===== config.mk =====
export PLATFORM = sky130hd
export DESIGN_NAME = mem_responder_flat
export DESIGN_NICKNAME = d
export VERILOG_FILES = /design/src/rtl/mem_responder_if.sv /design/src/rtl/mem_responder.sv /design/src/flat_wrapper.sv
export SDC_FILE = /design/constraint.sdc
export NUM_CORES = 2
export LEC_CHECK = 0
export CELL_PAD_IN_SITES_DETAIL_PLACEMENT = 0
export CELL_PAD_IN_SITES_GLOBAL_PLACEMENT = 1
export CORE_ASPECT_RATIO = 1.2
export CORE_MARGIN = 1.5
export CORE_UTILIZATION = 50
export DETAILED_ROUTE_END_ITERATION = 8
export GPL_ROUTABILITY_DRIVEN = 0
export PLACE_DENSITY_LB_ADDON = 0.1
export SLEW_MARGIN = 20
export SYNTH_ARGS = -nofsm -noshare
export SYNTH_HDL_FRONTEND = slang
export SYNTH_SLANG_ARGS = --single-unit

===== constraint.sdc =====
create_clock -name clk -period 15.48 [get_ports clk]
set_input_delay 3.096 -clock clk [delete_from_list [all_inputs] [get_ports clk]]
set_output_delay 3.096 -clock clk [all_outputs]
set_load 0.01 [all_outputs]

===== src/rtl/mem_responder_if.sv =====
// mem_responder_if: CPU memory port bundle.
//   mem_raddr    - read address, CPU to memory
//   mem_waddr    - write address, CPU to memory
//   mem_data_in  - write data, CPU to memory
//   mem_write    - write strobe, one cycle per byte
//   mem_data_out - registered read data, memory to CPU
//   mem_ready    - memory is serving CPU accesses
// master is the CPU side, slave is the memory side.
`timescale 1ns/1ps

interface mem_responder_if #(
  parameter int addr_width = 9
) ();
  logic [addr_width-1:0] mem_raddr;
  logic [addr_width-1:0] mem_waddr;
  logic [7:0]            mem_data_in;
  logic                  mem_write;
  logic [7:0]            mem_data_out;
  logic                  mem_ready;

  modport master (
    output mem_raddr, mem_waddr, mem_data_in, mem_write,
    input  mem_data_out, mem_ready
  );

  modport slave (
    input  mem_raddr, mem_waddr, mem_data_in, mem_write,
    output mem_data_out, mem_ready
  );
endinterface


===== src/rtl/mem_responder.sv =====
// mem_responder: memory-side responder for the CPU byte port.
// Serves CPU reads/writes from an on-chip byte RAM plus a 16-byte MMIO
// window at the top of the address space, and owns the CPU reset while a
// byte-stream loader writes a program image into RAM.
// Ports:
//   clk, resetn          - clock, asynchronous active-low reset
//   mem                  - CPU memory port (slave side)
//   load_start/valid/end - loader control, load_data is the program byte
//   cpu_reset            - active-high reset to the CPU
//   cpu_halt/cpu_halted  - sticky halt request / halted status
//   leds                 - LED register
// MMIO (offset from top-16): 0..3 cycle counter (big-endian, offset 0
// snapshots the low 24 bits), 4 leds, 5 control, 6..15 read as zero.
`timescale 1ns/1ps

module mem_responder #(
  parameter int addr_width = 9
) (
  input  logic           clk,
  input  logic           resetn,
  mem_responder_if.slave mem,
  input  logic           load_start,
  input  logic           load_valid,
  input  logic [7:0]     load_data,
  input  logic           load_end,
  output logic           cpu_reset,
  output logic           cpu_halt,
  input  logic           cpu_halted,
  output logic [7:0]     leds
);

  localparam int RAM_DEPTH = (1 << addr_width) - 16;
  localparam logic [addr_width-1:0] MMIO_BASE = addr_width'(RAM_DEPTH);
  localparam logic [addr_width-1:0] PTR_LAST  = addr_width'(RAM_DEPTH - 1);

  typedef enum logic [1:0] {ST_HOLD, ST_RUN, ST_LOAD} state_t;

  state_t                state;
  logic [1:0]            hold_cnt;
  logic [addr_width-1:0] ptr;
  logic [31:0]           counter;
  logic [23:0]           shadow;
  logic [7:0]            rdata_q;
  logic                  ready_q;
  logic [7:0]            ram [RAM_DEPTH];

  logic                  rd_mmio;
  logic                  wr_mmio;
  logic                  cpu_wr;
  logic                  loader_we;
  logic                  ram_we;
  logic [addr_width-1:0] ram_waddr;
  logic [7:0]            ram_wdata;
  logic [7:0]            rd_next;

  assign mem.mem_data_out = rdata_q;
  assign mem.mem_ready    = ready_q;

  assign rd_mmio = (mem.mem_raddr >= MMIO_BASE);
  assign wr_mmio = (mem.mem_waddr >= MMIO_BASE);

  // CPU writes only land in RUN; outside RUN they are dropped, so the
  // loader and the CPU never compete for the RAM write port.
  assign cpu_wr    = (state == ST_RUN) && mem.mem_write;
  // A restart pulse takes priority over a byte arriving on the same edge.
  assign loader_we = (state == ST_LOAD) && load_valid && !load_start;
  assign ram_we    = loader_we || (cpu_wr && !wr_mmio);
  assign ram_waddr = loader_we ? ptr : mem.mem_waddr;
  assign ram_wdata = loader_we ? load_data : mem.mem_data_in;

  // Read mux; the registered stage below gives the one-cycle latency.
  always_comb begin
    // NOTE: every output of a combinational block gets a default first,
    // otherwise an unassigned path infers a latch.
    rd_next = 8'h00;
    if (!rd_mmio) begin
      rd_next = ram[mem.mem_raddr];
    end else begin
      case (mem.mem_raddr[3:0])
        4'd0:    rd_next = counter[31:24];
        4'd1:    rd_next = shadow[23:16];
        4'd2:    rd_next = shadow[15:8];
        4'd3:    rd_next = shadow[7:0];
        4'd4:    rd_next = leds;
        4'd5:    rd_next = {6'b0, cpu_halted, cpu_halt};
        default: rd_next = 8'h00;
      endcase
    end
  end

  // NOTE: the RAM array has no reset; clearing it would need a sequencer
  // and its contents are defined by the loader anyway.
  always_ff @(posedge clk) begin
    if (ram_we) begin
      ram[ram_waddr] <= ram_wdata;
    end
  end

  // Read data, free-running counter and its coherency shadow. The RAM
  // read above sees pre-edge contents, so a same-edge write is read-first.
  always_ff @(posedge clk or negedge resetn) begin
    if (!resetn) begin
      rdata_q <= 8'h00;
      counter <= 32'h0;
      shadow  <= 24'h0;
    end else begin
      // NOTE: sequential state uses non-blocking assignments so every
      // flop samples pre-edge values regardless of statement order.
      rdata_q <= rd_next;
      counter <= counter + 32'd1;
      if (rd_mmio && mem.mem_raddr[3:0] == 4'd0) begin
        shadow <= counter[23:0];
      end
    end
  end

  // Sequencer and MMIO write registers.
  always_ff @(posedge clk or negedge resetn) begin
    if (!resetn) begin
      state     <= ST_HOLD;
      hold_cnt  <= 2'd0;
      ptr       <= '0;
      cpu_reset <= 1'b1;
      ready_q   <= 1'b0;
      cpu_halt  <= 1'b0;
      leds      <= 8'h00;
    end else begin
      if (cpu_wr && wr_mmio && mem.mem_waddr[3:0] == 4'd4) begin
        leds <= mem.mem_data_in;
      end
      if (cpu_wr && wr_mmio && mem.mem_waddr[3:0] == 4'd5 && mem.mem_data_in[0]) begin
        cpu_halt <= 1'b1;
      end

      if (load_start) begin
        // Entering (or restarting) a load from any state.
        state     <= ST_LOAD;
        ptr       <= '0;
        hold_cnt  <= 2'd0;
        cpu_reset <= 1'b1;
        ready_q   <= 1'b0;
        cpu_halt  <= 1'b0;
      end else begin
        case (state)
          ST_HOLD: begin
            // Fourth edge in HOLD releases the CPU.
            if (hold_cnt == 2'd3) begin
              state     <= ST_RUN;
              cpu_reset <= 1'b0;
              ready_q   <= 1'b1;
            end else begin
              hold_cnt <= hold_cnt + 2'd1;
            end
          end
          ST_RUN: begin
            state <= ST_RUN;
          end
          ST_LOAD: begin
            if (load_valid) begin
              // Wrap below the MMIO window so the loader never hits it.
              ptr <= (ptr == PTR_LAST) ? '0 : ptr + addr_width'(1);
            end
            if (load_end) begin
              state    <= ST_HOLD;
              hold_cnt <= 2'd0;
            end
          end
          default: begin
            state     <= ST_HOLD;
            hold_cnt  <= 2'd0;
            cpu_reset <= 1'b1;
            ready_q   <= 1'b0;
          end
        endcase
      end
    end
  end

endmodule


===== src/flat_wrapper.sv =====
// flat-port wrapper written by rule: the top's interface ports become plain ports
module mem_responder_flat 
#(
  parameter int addr_width = 9
)
  (clk, resetn, load_start, load_valid, load_data, load_end, cpu_reset, cpu_halt, cpu_halted, leds, mem_mem_raddr, mem_mem_waddr, mem_mem_data_in, mem_mem_write, mem_mem_data_out, mem_mem_ready);
  mem_responder_if #(.addr_width(addr_width)) mem_i ();
  input  logic clk;
  input  logic resetn;
  input  logic load_start;
  input  logic load_valid;
  input  logic [7:0] load_data;
  input  logic load_end;
  output logic cpu_reset;
  output logic cpu_halt;
  input  logic cpu_halted;
  output logic [7:0] leds;
  input wire logic [$bits(mem_i.mem_raddr)-1:0] mem_mem_raddr;
  input wire logic [$bits(mem_i.mem_waddr)-1:0] mem_mem_waddr;
  input wire logic [$bits(mem_i.mem_data_in)-1:0] mem_mem_data_in;
  input wire logic [$bits(mem_i.mem_write)-1:0] mem_mem_write;
  output wire logic [$bits(mem_i.mem_data_out)-1:0] mem_mem_data_out;
  output wire logic [$bits(mem_i.mem_ready)-1:0] mem_mem_ready;
  assign mem_i.mem_raddr = mem_mem_raddr;
  assign mem_i.mem_waddr = mem_mem_waddr;
  assign mem_i.mem_data_in = mem_mem_data_in;
  assign mem_i.mem_write = mem_mem_write;
  assign mem_mem_data_out = mem_i.mem_data_out;
  assign mem_mem_ready = mem_i.mem_ready;
  mem_responder #(.addr_width(addr_width)) u_core (.clk(clk), .resetn(resetn), .mem(mem_i), .load_start(load_start), .load_valid(load_valid), .load_data(load_data), .load_end(load_end), .cpu_reset(cpu_reset), .cpu_halt(cpu_halt), .cpu_halted(cpu_halted), .leds(leds));
endmodule

==> impl_results.md <==
* Worst slack, placed at 7.131 ns
* YS warnings at 0
* Sink Count at 4056
* Pwr Density at 132.2 nW/µm²
* Top post-synthesis cells by area: edfxtp_1 75%, mux4_2 14%, nor2_1 1.4%
* Leak pwr at 0.05468 µW
* Tot Pwr at 23280 µW
* Final Slew Violations at 0
* Post-synthesis async set-or-reset flop share at 0.02170
* Syn Inst Count at 7533
* CTS Buffer Depth at 4
* Routed Antenna Nets at 0
* Clock share of power at 0.410
* Max Cap Viol at 0
* Count of cell types in the netlist at 84
* Routed wire per std cell at 39.36 µm
* Clock-pin slew on the worst setup and hold paths at 0.06 ns
* Worst Reg-to-Reg Cells at 10
* Setup Viol. Count Final at 0
* Vias in the first global route at 79900
* FILL cells at 23420
* Hold path start: u_core.counter[31]
* Multi-input logic area at 34410 µm²
* CTS Buf Count at 402
* Overflow after GRT at 0
* IO Pins at 60
* Syn nets at 7580
* Via/cell ratio at 6.619
* Status: finished clean
* Initial antenna violation count at 47
* Core area at 313900 µm²
* Mapped cell area at 158100 µm²
* CTS tree: done
* Post-CTS Resized at 0
* Die height at 618.9 µm
* Hold Path Stages at 1
* DRT Pass-1 Iters at 6
* Cell Rows at 225
* Crit-path max FO at 19
* Via Count at 81170
* Slew @ Worst Pin at 1.212 ns
* Global Route Usage Sum at 0.3022
* H-tree levels at 5
* Syn Area/Cell at 20.98 µm²
* RSZ-0062 raised after global routing: no
* Post-layout util at 0.5608
* CTS Hold Buffers Added at 0
* Global-route wire length before repair at 661000 µm
* Number of flops mapped to enable cells by yosys at 3968
* Worst relative slew slack at 0.1858
* Initial core utilization at 0.5035
* Critical R2R Launch: u_core.state[0]
* Hold Path Class: flop to flop
* Final WL at 482700 µm
* Min Tclk post-route at 7.578 ns
* Largest net degree at the start of global routing at 209
* Fmax at 0.1320 GHz
* Crit Path Class: input port to flop
* Logic pwr share at 0.062
* DR DRC count at 0
* Synth top cells by count: 3968 x edfxtp_1, 979 x mux4_2, 603 x nor2_1
* Worst Skew at 0.05976 ns
* Final hold viol count at 0
* Post-synthesis sequential area ratio at 0.7678
* PortBufs at 59
* Die W at 516.2 µm
* Setup TNS at 0 ns
* Post-CTS Setup Inserts at 0
* VDD IR max at 0.00009935 V
* CP endpoint kind: flop
* CTS root buf: clkbuf_16
* DR iter-0 viols at 11570
* Leading area contributor after synthesis: edfxtp_1
* Worst Setup SP: mem_mem_raddr[4]
* Worst EP arrival at 8.37 ns
* Most common cell in the netlist: edfxtp_1
* Synth Register Bits at 4056
* Primary FF master, synth: edfxtp_1
* Dpl cell area at 163300 µm²
* # nets final at 7773
* Final setup margin at 7.902 ns
* Area grow syn2layout at 11.37%
* Switching part of the total at 0.2239
* Clock latency at the later pin of the worst-skew pair at 0.92 ns
* Sequential cell area at 121400 µm²
* Detailed placement HPWL at 290600 µm
* DIE AREA at 319500 µm²
* Sequential share of power at 0.528
* Layout cell share with drive strength beyond 1 at 0.2318
* Design Area, Final at 176000 µm²
* Final period util at 0.4896
* CP Launch Type: input port
* Internal at 18060 µW
* P_sw at 5211 µW
* WP data required at 16.27 ns
* Share of the synthesized area in the top cell type at 0.7539
final timing paths:
path                                               to  slack (ns)
setup / recovery           u_core.mem.mem_data_out[3]        7.90
hold / removal                     u_core.counter[31]        0.46
setup reg to reg                    u_core.ram[63][5]       10.25
hold reg to reg                    u_core.counter[31]        0.46
max in group asynchronous           u_core.shadow[11]       12.03
min in group asynchronous          u_core.hold_cnt[0]        2.15
placed cells by master (no fill, tap or decap), drive strengths merged, types with 21 or more instances in the layout:
master,count
edfxtp,3968
mux4,983
nor2,604
clkbuf,492
nand2,276
buf,193
clkinv,183
mux2i,174
o22ai,97
dfrtp,87
o21ai,85
nand3,79
mux2,73
a21oi,71
a22oi,57
clkdlybuf4s50,52
a221oi,47
nor3,36
a31oi,36
bufinv,34
a211oi,30
inv,27
xnor2,23
nor2b,22
o221ai,21
sequential cells by signal, summed over array words and instances (netlist names), 2 cells and up:
register and cells:
u_core.hold_cnt 2, u_core.shadow 24, u_core.mem.mem_data_out 8, u_core.counter 32, u_core.state 2, u_core.ram 3968, u_core.ptr 9, u_core.leds 8
power groups by stage:
stage	clock network [µW]	logic, µW	registers, µW
6_report	9550	1450	12300
5_1_grt	10000	1490	12300
4_1_cts	9640	1440	12300
3_5_place_dp	0	1440	12500
3_3_place_gp	0	1410	12500
2_1_floorplan	0	750	12700
per-stage QoR:
stage	hold WS, ns	cells
3_3_place_gp	0.4533	11520
5_1_grt	0.4873	12250
2_1_floorplan	0.4372	7533
3_5_place_dp	0.4589	11520
6_report	0.4647	12260
4_1_cts	0.4684	12240
worst max-delay path, cell delays in order:
cell      delay, ns
buf_4          0.49
nand2_1        0.83
nor3_1         1.23
nand3_1        0.89
a21oi_1        1.04
a31oi_1        0.47
o311ai_1       0.22
routing by layer:
layer / GRT usage / vias up / part of all wire
met4: 0.1027 / 10 / 0.036
met5: 0 / - / 0.00013
li1: - / 31730 / -
met1: 0.4223 / 44140 / 0.39
met2: 0.4810 / 4480 / 0.48
met3: 0.05682 / 799 / 0.093
final cells by class:
class | instances | share of cell area
inverters | 20 | 0.0005402
clock inverters | 231 | 0.01122
clock buffers | 492 | 0.06033
flip-flops and latches | 4056 | 0.6894
multi-input cells | 3001 | 0.1955
well taps | 4199 | 0.02985
diodes | 19 | 0.0002701
repair buffers | 245 | 0.01288
kinds of logic after synthesis:
family / Yosys count / share of synthesized area
compound gates: 578 / 0.02545
xor+xnor: 30 / 0.001662
fa+ha+maj: 6 / 0.0004750
buf+inv: 476 / 0.01662
flops: 4056 / 0.7678
mux: 1230 / 0.1564
simple gates: 1157 / 0.03157
Power figures use the tool's default switching activity.
